[config.mk]
export PLATFORM = sky130hd
export DESIGN_NAME = bm_dag3_stim_misr
export DESIGN_NICKNAME = d
export VERILOG_FILES = /design/src/rtl/bm_dag3_pkg.sv /design/src/rtl/bm_dag3_lfsr8.sv /design/src/rtl/bm_dag3_stim_misr.sv
export SDC_FILE = /design/constraint.sdc
export NUM_CORES = 1
export LEC_CHECK = 0
export CORE_MARGIN = 4
export CORE_UTILIZATION = 55
export CTS_BUF_LIST = sky130_fd_sc_hd__clkbuf_8 sky130_fd_sc_hd__clkbuf_16
export DETAILED_ROUTE_END_ITERATION = 10
export HOLD_SLACK_MARGIN = 0.02
export PLACE_DENSITY = 0.89
export SYNTH_ARGS = -nofsm -noshare
export SYNTH_HDL_FRONTEND = slang
export SYNTH_SLANG_ARGS = --single-unit
[constraint.sdc]
create_clock -name clock -period 2.41 [get_ports clock]
set_input_delay 0.3615 -clock clock [delete_from_list [all_inputs] [get_ports clock]]
set_output_delay 0.3615 -clock clock [all_outputs]
set_load 0.1 [all_outputs]
[src/rtl/bm_dag3_pkg.sv]
// Shared constants for the DAG stimulus/MISR block.
//   state_e  : controller state encoding (IDLE, RUN, DRAIN, DONE)
//   LfsrSeed : value loaded into the stimulus LFSR on reset and on run start
//   LfsrTaps : feedback taps of the stimulus LFSR (b7^b5^b4^b3)
//   MisrTaps : feedback taps of the response MISR (b7^b5^b4^b3)
//   fib_step : one shift-left Fibonacci step; the new bit0 is the XOR of the tapped bits
package bm_dag3_pkg;

  typedef enum logic [1:0] {
    StIdle  = 2'd0,
    StRun   = 2'd1,
    StDrain = 2'd2,
    StDone  = 2'd3
  } state_e;

  localparam logic [7:0] LfsrSeed = 8'h01;
  localparam logic [7:0] LfsrTaps = 8'hB8;
  localparam logic [7:0] MisrTaps = 8'hB8;

  function automatic logic [7:0] fib_step(input logic [7:0] value, input logic [7:0] taps);
    return {value[6:0], ^(value & taps)};
  endfunction

endpackage

[src/rtl/bm_dag3_lfsr8.sv]
// 8-bit Fibonacci stimulus LFSR.
//   clock  : rising-edge clock
//   reset  : asynchronous active-high reset, loads LfsrSeed
//   enable : advance one step this cycle
//   load   : reload LfsrSeed this cycle (takes priority over enable)
//   value  : low OutW bits of the current LFSR state
module bm_dag3_lfsr8
  import bm_dag3_pkg::*;
#(
  parameter int unsigned OutW = 8
) (
  input  logic            clock,
  input  logic            reset,
  input  logic            enable,
  input  logic            load,
  output logic [OutW-1:0] value
);

  logic [7:0] value_q;
  logic [7:0] value_d;

  always_comb begin
    value_d = value_q;
    if (load) begin
      value_d = LfsrSeed;
    end else if (enable) begin
      value_d = fib_step(value_q, LfsrTaps);
    end
  end

  always_ff @(posedge clock or posedge reset) begin
    if (reset) begin
      value_q <= LfsrSeed;
    end else begin
      value_q <= value_d;
    end
  end

  // Only the bits that feed stimulus leave the module; the rest stay internal feedback.
  assign value = value_q[OutW-1:0];

endmodule

[src/rtl/bm_dag3_stim_misr.sv]
// Built-in self-test controller for a small DAG: drives LFSR stimulus for run_len cycles,
// then keeps compacting responses into an 8-bit MISR for DRAIN_CYC more cycles.
//   clock     : rising-edge clock
//   reset     : asynchronous active-high reset
//   start     : launch a run (honoured only in IDLE or DONE)
//   run_len   : number of stimulus vectors, latched when start is accepted
//   first     : stimulus operand A  (LFSR bits [BITS-1:0])
//   sceond    : stimulus operand B  (LFSR bits [2*BITS-1:BITS])
//   third     : stimulus bit C      (LFSR bit 2*BITS)
//   fourth    : stimulus bit D      (LFSR bit 2*BITS+1)
//   out0_in   : response vector from the DAG
//   out1_in   : response bit from the DAG
//   busy      : high in RUN and DRAIN
//   done      : high in DONE
//   signature : MISR contents, frozen in DONE
// Assumes 1 <= BITS <= 3 (stimulus fits in the LFSR) and DRAIN_CYC >= 1.
module bm_dag3_stim_misr
  import bm_dag3_pkg::*;
#(
  parameter int unsigned BITS      = 2,
  parameter int unsigned DRAIN_CYC = 4
) (
  input  logic            clock,
  input  logic            reset,
  input  logic            start,
  input  logic [7:0]      run_len,
  output logic [BITS-1:0] first,
  output logic [BITS-1:0] sceond,
  output logic            third,
  output logic            fourth,
  input  logic [BITS-1:0] out0_in,
  input  logic            out1_in,
  output logic            busy,
  output logic            done,
  output logic [7:0]      signature
);

  localparam int unsigned StimW     = 2 * BITS + 2;
  localparam logic [7:0]  DrainLast = 8'(DRAIN_CYC - 1);

  state_e     state_q, state_d;
  logic [7:0] run_len_q, run_len_d;
  logic [7:0] vec_cnt_q, vec_cnt_d;
  logic [7:0] drain_cnt_q, drain_cnt_d;
  logic [7:0] sig_q, sig_d;
  logic [7:0] misr_inject;
  logic [7:0] misr_next;
  logic       lfsr_load;
  logic       lfsr_en;
  logic [StimW-1:0] lfsr_val;

  bm_dag3_lfsr8 #(
    .OutW (StimW)
  ) u_lfsr (
    .clock  (clock),
    .reset  (reset),
    .enable (lfsr_en),
    .load   (lfsr_load),
    .value  (lfsr_val)
  );

  // Responses enter the MISR zero-extended as {out1_in, out0_in}.
  always_comb begin
    misr_inject = '0;
    misr_inject[BITS:0] = {out1_in, out0_in};
    misr_next = fib_step(sig_q, MisrTaps) ^ misr_inject;
  end

  always_comb begin
    state_d     = state_q;
    run_len_d   = run_len_q;
    vec_cnt_d   = vec_cnt_q;
    drain_cnt_d = drain_cnt_q;
    sig_d       = sig_q;
    lfsr_load   = 1'b0;
    lfsr_en     = 1'b0;

    case (state_q)
      StIdle, StDone: begin
        if (start) begin
          lfsr_load   = 1'b1;
          run_len_d   = run_len;
          vec_cnt_d   = '0;
          drain_cnt_d = '0;
          sig_d       = '0;
          state_d     = (run_len != 8'd0) ? StRun : StDrain;
        end
      end
      StRun: begin
        lfsr_en   = 1'b1;
        sig_d     = misr_next;
        vec_cnt_d = vec_cnt_q + 8'd1;
        if (vec_cnt_q == run_len_q - 8'd1) begin
          state_d = StDrain;
        end
      end
      StDrain: begin
        sig_d       = misr_next;
        drain_cnt_d = drain_cnt_q + 8'd1;
        if (drain_cnt_q == DrainLast) begin
          state_d = StDone;
        end
      end
      default: state_d = StIdle;
    endcase
  end

  always_ff @(posedge clock or posedge reset) begin
    if (reset) begin
      state_q     <= StIdle;
      run_len_q   <= '0;
      vec_cnt_q   <= '0;
      drain_cnt_q <= '0;
      sig_q       <= '0;
    end else begin
      state_q     <= state_d;
      run_len_q   <= run_len_d;
      vec_cnt_q   <= vec_cnt_d;
      drain_cnt_q <= drain_cnt_d;
      sig_q       <= sig_d;
    end
  end

  // Stimulus comes straight off the LFSR flops and is forced to zero outside RUN.
  always_comb begin
    first  = '0;
    sceond = '0;
    third  = 1'b0;
    fourth = 1'b0;
    if (state_q == StRun) begin
      first  = lfsr_val[BITS-1:0];
      sceond = lfsr_val[2*BITS-1:BITS];
      third  = lfsr_val[2*BITS];
      fourth = lfsr_val[2*BITS+1];
    end
  end

  assign busy      = (state_q == StRun) || (state_q == StDrain);
  assign done      = (state_q == StDone);
  assign signature = sig_q;

endmodule

# ---- Word-level counts from Yosys, hierarchy flattened
# Cells that the tools add are included.
dict set report word_totals {
  reg_bits 42
  inputBits 14
  out_inout_bits 16
  elab_cells 50
}
dict set report op_classes {
  n_addsub 3
  n_eq_ne 8
  muxes 18
  n_bitwise 1
  n_reduce_logical 14
}
# op count
set ops {}
lappend ops {{$pmux W8 S2} 3}
lappend ops {{$mux W8} 3}
lappend ops {{$add A8 B1 Y8 const B} 2}
lappend ops {{$reduce_xor A8 Y1} 2}
lappend ops {{$mux W2} 6}
lappend ops {{$eq A8 B2 Y1 const B} 1}
lappend ops {{$eq A8 B8 Y1} 1}
lappend ops {{$reduce_bool A8 Y1} 1}
lappend ops {{$sub A8 B1 Y8 const B} 1}
lappend ops {{$xor A8 B3 Y8} 1}
lappend ops {{$ne A2 B2 Y1 const B} 3}
lappend ops {{$pmux W2 S3} 1}
lappend ops {{$reduce_and A2 Y1} 3}
lappend ops {{$reduce_bool A2 Y1} 3}
lappend ops {{$mux W1} 5}
lappend ops {{$eq A2 B2 Y1 const B} 2}
lappend ops {{$reduce_or A2 Y1} 2}
lappend ops {{$reduce_and A3 Y1} 1}
lappend ops {{$eq A2 B1 Y1 const B} 1}
lappend ops {{$logic_not A2 Y1} 1}
lappend ops {{$logic_or A1 B1 Y1} 1}

# ---- Depth between registers and ports, before layout
dict set report logic_depth {
  ltp_word 4
  ltp_mapped 9
  ltp_nobuf 8
}

# ---- Modules after synthesis
# A second synthesis with hierarchy kept.
dict set report unflattened {
  cells_unflattened 228
  area_unflattened_um2 2304.7
}
# mod n_inst cells_per_inst area_per_inst_um2 seq_area_each_um2
set modules_own_cells {}
lappend modules_own_cells {bm_dag3_stim_misr 1 191 1908.1 850.8}
lappend modules_own_cells {bm_dag3_lfsr8 1 37 396.6 201.4}

# ---- Worst setup path after synthesis
# No wires, ideal clock.
dict set report synth_timing {
  path_kind {reg2reg}
  startpoint {reg state_q[0]}
  endpoint {reg vec_cnt_q[2]}
  setup_ns 0.066
  arrival_ns 2.372
  t_required_ns 2.344
  setup_slack_ns -0.029
  stages_incl_launch_ff 7
  n_path_buf 1
  synth_period_minus_slack_ns 2.439
  cell_sequence {dfrtp_1 -> inv_1 -> ha_1 -> clkbuf_1 -> clkinv_1 -> a21oi_1 -> a22o_1}
}
dict set report synth_via {
  elab_chain_len 4
  word_cells_on_any_way 8
  cone_classes {3 x eq/ne; 1 x mux; 4 x reduce/logical}
}
# element line
set synth_rtl {}
lappend synth_rtl {{from (decl)} bm_dag3_stim_misr.sv:41} ;# state_e state_q, state_d;
lappend synth_rtl {{from (signal assigned)} bm_dag3_stim_misr.sv:110} ;# state_q <= StIdle;
lappend synth_rtl {{from (signal assigned)} bm_dag3_stim_misr.sv:116} ;# state_q <= state_d;
lappend synth_rtl {{$eq A2 B2 Y1 / $logic_not A2 Y1 (equally long branches)} bm_dag3_stim_misr.sv:78} ;# case (state_q)
lappend synth_rtl {{$reduce_or A2 Y1} bm_dag3_stim_misr.sv:78}
lappend synth_rtl {{$ne A2 B2 Y1 (no source line) / $reduce_bool A2 Y1 (equally long branches)} --}
lappend synth_rtl {{$reduce_and A2 Y1 (no source line)} --}
lappend synth_rtl {{to (signal assigned)} bm_dag3_stim_misr.sv:118} ;# vec_cnt_q <= vec_cnt_d;
lappend synth_rtl {{to (decl)} bm_dag3_stim_misr.sv:43} ;# logic [7:0] vec_cnt_q, vec_cnt_d;
# Parallel ways exist; a longest one is shown, timed or not.
# A chain may end at the register's enable or synchronous reset.

# ---- Final worst setup path
dict set report layout_timing {
  startpoint {reg state_q[0]}
  endpoint {out busy}
}
dict set report layout_via {
  elab_chain_len 2
  word_cells_on_any_way 3
  cone_classes {2 x eq/ne; 1 x reduce/logical}
}
# element line
set layout_rtl {}
lappend layout_rtl {{$eq A2 B1 Y1 / $eq A2 B2 Y1 (equally long branches)} bm_dag3_stim_misr.sv:138} ;# assign busy = (state_q == StRun) || (state_q == StDrain);
lappend layout_rtl {{$logic_or A1 B1 Y1 *} bm_dag3_stim_misr.sv:138}
lappend layout_rtl {{to (decl)} bm_dag3_stim_misr.sv:33} ;# output logic busy,
# Every way passes the cells marked *; elsewhere a longest branch is shown, timed or not.

==> reports/summary.txt <==
Total Routing Usage GR -> 21.8%
Relative slew slack -> 63.8%
Yosys warns -> 0
R2R Path End -> state_q[1]
GRT Residual Overflow -> 0
Skew-Pair Late Insertion Delay -> 0.30 ns
Slew Viols, Final -> 0
Syn_nets -> 265
H-tree depth -> 2
Clock root buffer -> clkbuf_8
Post-synth ARST share -> 100%
Startpoint Class -> flop
Final setup vio count -> 0
Fillers -> 298
Crit end category -> output port
Design Area, Final -> 2800 µm²
CP peak stage delay -> 0.45 ns
Area leader, netlist -> dfrtp_1
Levels on crit path -> 5
Drt drc -> 0
I/O Buffers -> 29
Yosys cell types -> 50
Post-synth EDFFs -> 0
Slew @ Worst Pin -> 0.543 ns
Layout Cells excl Fill -> 327
Via count -> 1868
Area of the multi-input gates -> 1180 µm²
Nets -> 296
Status -> completed
Vias/cell -> 5.71
Share of cells above drive strength 1 -> 14.4%
Achievable frequency -> 455 MHz
Die Y -> 73.1 µm
Final hold vios -> 0
Reg2Reg Depth -> 8
# IOs -> 30
Global-route wire length before repair -> 8930 µm
Post-cts gate resize count -> 0
Placement Cell Area -> 2720 µm²
Main synth FF type -> dfrtp_1
Core area -> 4060 µm²
Layout area overhead -> 20.1%
Min Clock Period, post-route -> 2.20 ns
Post-synth top area share -> 44.0%
Vias in the first global route -> 1863
Largest net degree at the start of global routing -> 43
Initial core utilization -> 57.5%
Worst R2R Start -> run_len_q[0]
CP top delay family -> buffers and inverters
CTS Sinks -> 42
Initial antenna violation count -> 0
Clock transition at path regs -> 0.08 ns
Deepest clock path buffer count -> 2
Hold_buf cts -> 0
Synth Instances -> 245
Drt pass-1 iters -> 4
Worst-path fanout max -> 9
Avg Inst Size Synth -> 9.52 µm²
Post-synthesis sequential area ratio -> 45.1%
Final ANT Viol Nets -> 0
Placed Cells incl. Taps -> 319
Die W -> 73.1 µm
Sequential cell area -> 1050 µm²
Tcrit/Tclk final -> 91.3%
Hold Path Class -> in2async
Die area -> 5350 µm²
Post-CTS setup buffer count -> 0
RSZ-0062 raised after global routing -> false
WS Path Type -> reg2out
Max-cap viol count -> 0
Yosys reg bits -> 42
Required @ worst endpoint -> 2.05 ns
Worst VDD drop -> 1490 µV
CTS Buf Count -> 5
Diodes inserted -> 0
Synth Cell Area -> 2330 µm²
Main area contributors after synthesis -> dfrtp_1, xnor2_1, nand2_1, xor2_1, nor2_1
Crit path DAT -> 1.84 ns
Pwr dens -> 1530 nW/µm²
Crit path max-delay cell type -> ha_1
Critical path buffers and inverters -> 4
Max Clock Skew -> 0.00850 ns
TNS Setup -> 0 ns
Leak Pwr -> 1.27 nW
Cell breakdown of the critical path -> inv_1, ha_1, buf_4, clkinv_2, buf_12
Row cnt -> 23
Total Wirelength -> 5120 µm
Worst R2R Setup Slack -> 0.24 ns
CTS tree -> yes
1st-iter DRT viols -> 197
HPWL after DPL -> 3650 µm
Global placement routability congestion -> 0.898
WL/cell -> 15.7 µm
==> cells in the final DEF, fill, tap and decap left out, drive strengths merged, types with 5 or more instances in the layout <==
cell / instances
a21oi: 11
nand3: 6
xor2: 13
nand2: 32
inv: 12
buf: 23
o2bb2ai: 5
ha: 6
dfrtp: 41
clkdlybuf4s50: 13
mux2i: 6
clkbuf: 5
nor2: 26
and2: 7
o21ai: 15
xnor2: 14
==> Yosys cell counts (2+ instances only) <==
cell type	count
dfrtp_1	41
nand2_1	32
nor2_1	26
xnor2_1	14
xor2_1	13
a21oi_1	11
o21ai_0	10
and2_1	7
inv_1	7
ha_1	6
mux2i_1	6
nand3_1	6
clkbuf_1	5
o2bb2ai_1	5
o21ai_1	4
mux2_1	3
nand4_1	3
o22ai_1	3
a32oi_1	2
and3_1	2
buf_1	2
buf_2	2
buf_6	2
inv_2	2
nor2b_1	2
nor3_1	2
o2111ai_1	2
or3_1	2
or4_1	2
==> layout make-up <==
| cell class | count | share of cell area (%) |
|---|---|---|
| multi-input combinational | 181 | 42.0 |
| sequential | 42 | 37.6 |
| timing repair buffer | 36 | 13.9 |
| clock buffer | 5 | 2.46 |
| tap | 50 | 2.23 |
| inverter | 10 | 1.39 |
| clock inverter | 3 | 0.402 |
==> stage by stage <==
step	total power [mW]	setup slack [ns]	hold WS (ns)	util (%)
finish	4.28	0.211	0.491	69.0
detailed placement	3.82	0.270	0.501	67.0
global route	4.56	0.109	0.538	69.0
CTS	4.28	0.215	0.503	69.0
global placement	3.76	0.375	0.488	67.0
floorplan	3.16	0.252	0.465	-
==> sequential cells by signal (all words and copies together) (netlist names) <==
name	flops
state_q	2
run_len_q	8
vec_cnt_q	8
signature	8
u_lfsr.value_q	8
drain_cnt_q	8
==> worst register-to-register path: cells and delay by family (launching register included) <==
kind                       cells  cell delay, ns
DFF                            1            0.45
AOI/OAI and AO/OA              3            0.55
xor gates and xnor gates       1            0.20
and+or+nand+nor                1            0.11
adders and majority gates      1            0.31
muxes                          1            0.35
buffers and inverters          1            0.09
==> cell families (layout without fill, tap and decap cells) <==
family | count (synthesis) | count (layout) | synth area share [%]
AOI/OAI and AO/OA | 51 | 51 | 15.5
xor gates and xnor gates | 27 | 27 | 10.1
adders and majority gates | 6 | 6 | 3.22
buffers and inverters | 22 | 54 | 4.45
DFF | 42 | 42 | 45.1
muxes | 9 | 9 | 4.02
and+or+nand+nor | 88 | 88 | 17.5
==> where the power goes <==
group	switching (mW)	leakage [nW]	internal (mW)
sequential	0.284	0.551	0.938
clock	0.238	0.0519	0.193
combinational	1.72	0.669	0.902
total	2.24	1.27	2.03
==> per-layer routing <==
layer	GRT usage [%]	wire length, µm	vias up
li1	-	-	913
met1	28.5	2290	899
met2	35.1	2480	51
met3	5.51	284	5
met4	7.38	61	0
met5	0	0	-
==> worst max-delay path by stage <==
stage / startpoint / end / slack (ns)
6_report: state_q[0] / busy / 0.21
5_1_grt: run_len_q[0] / state_q[1] / 0.11
4_1_cts: state_q[0] / busy / 0.21
3_5_place_dp: run_len_q[0] / state_q[1] / 0.27
3_3_place_gp: run_len[0] / state_q[0] / 0.38
2_1_floorplan: state_q[1] / first[0] / 0.25
(Power assumes the default switching activity.)
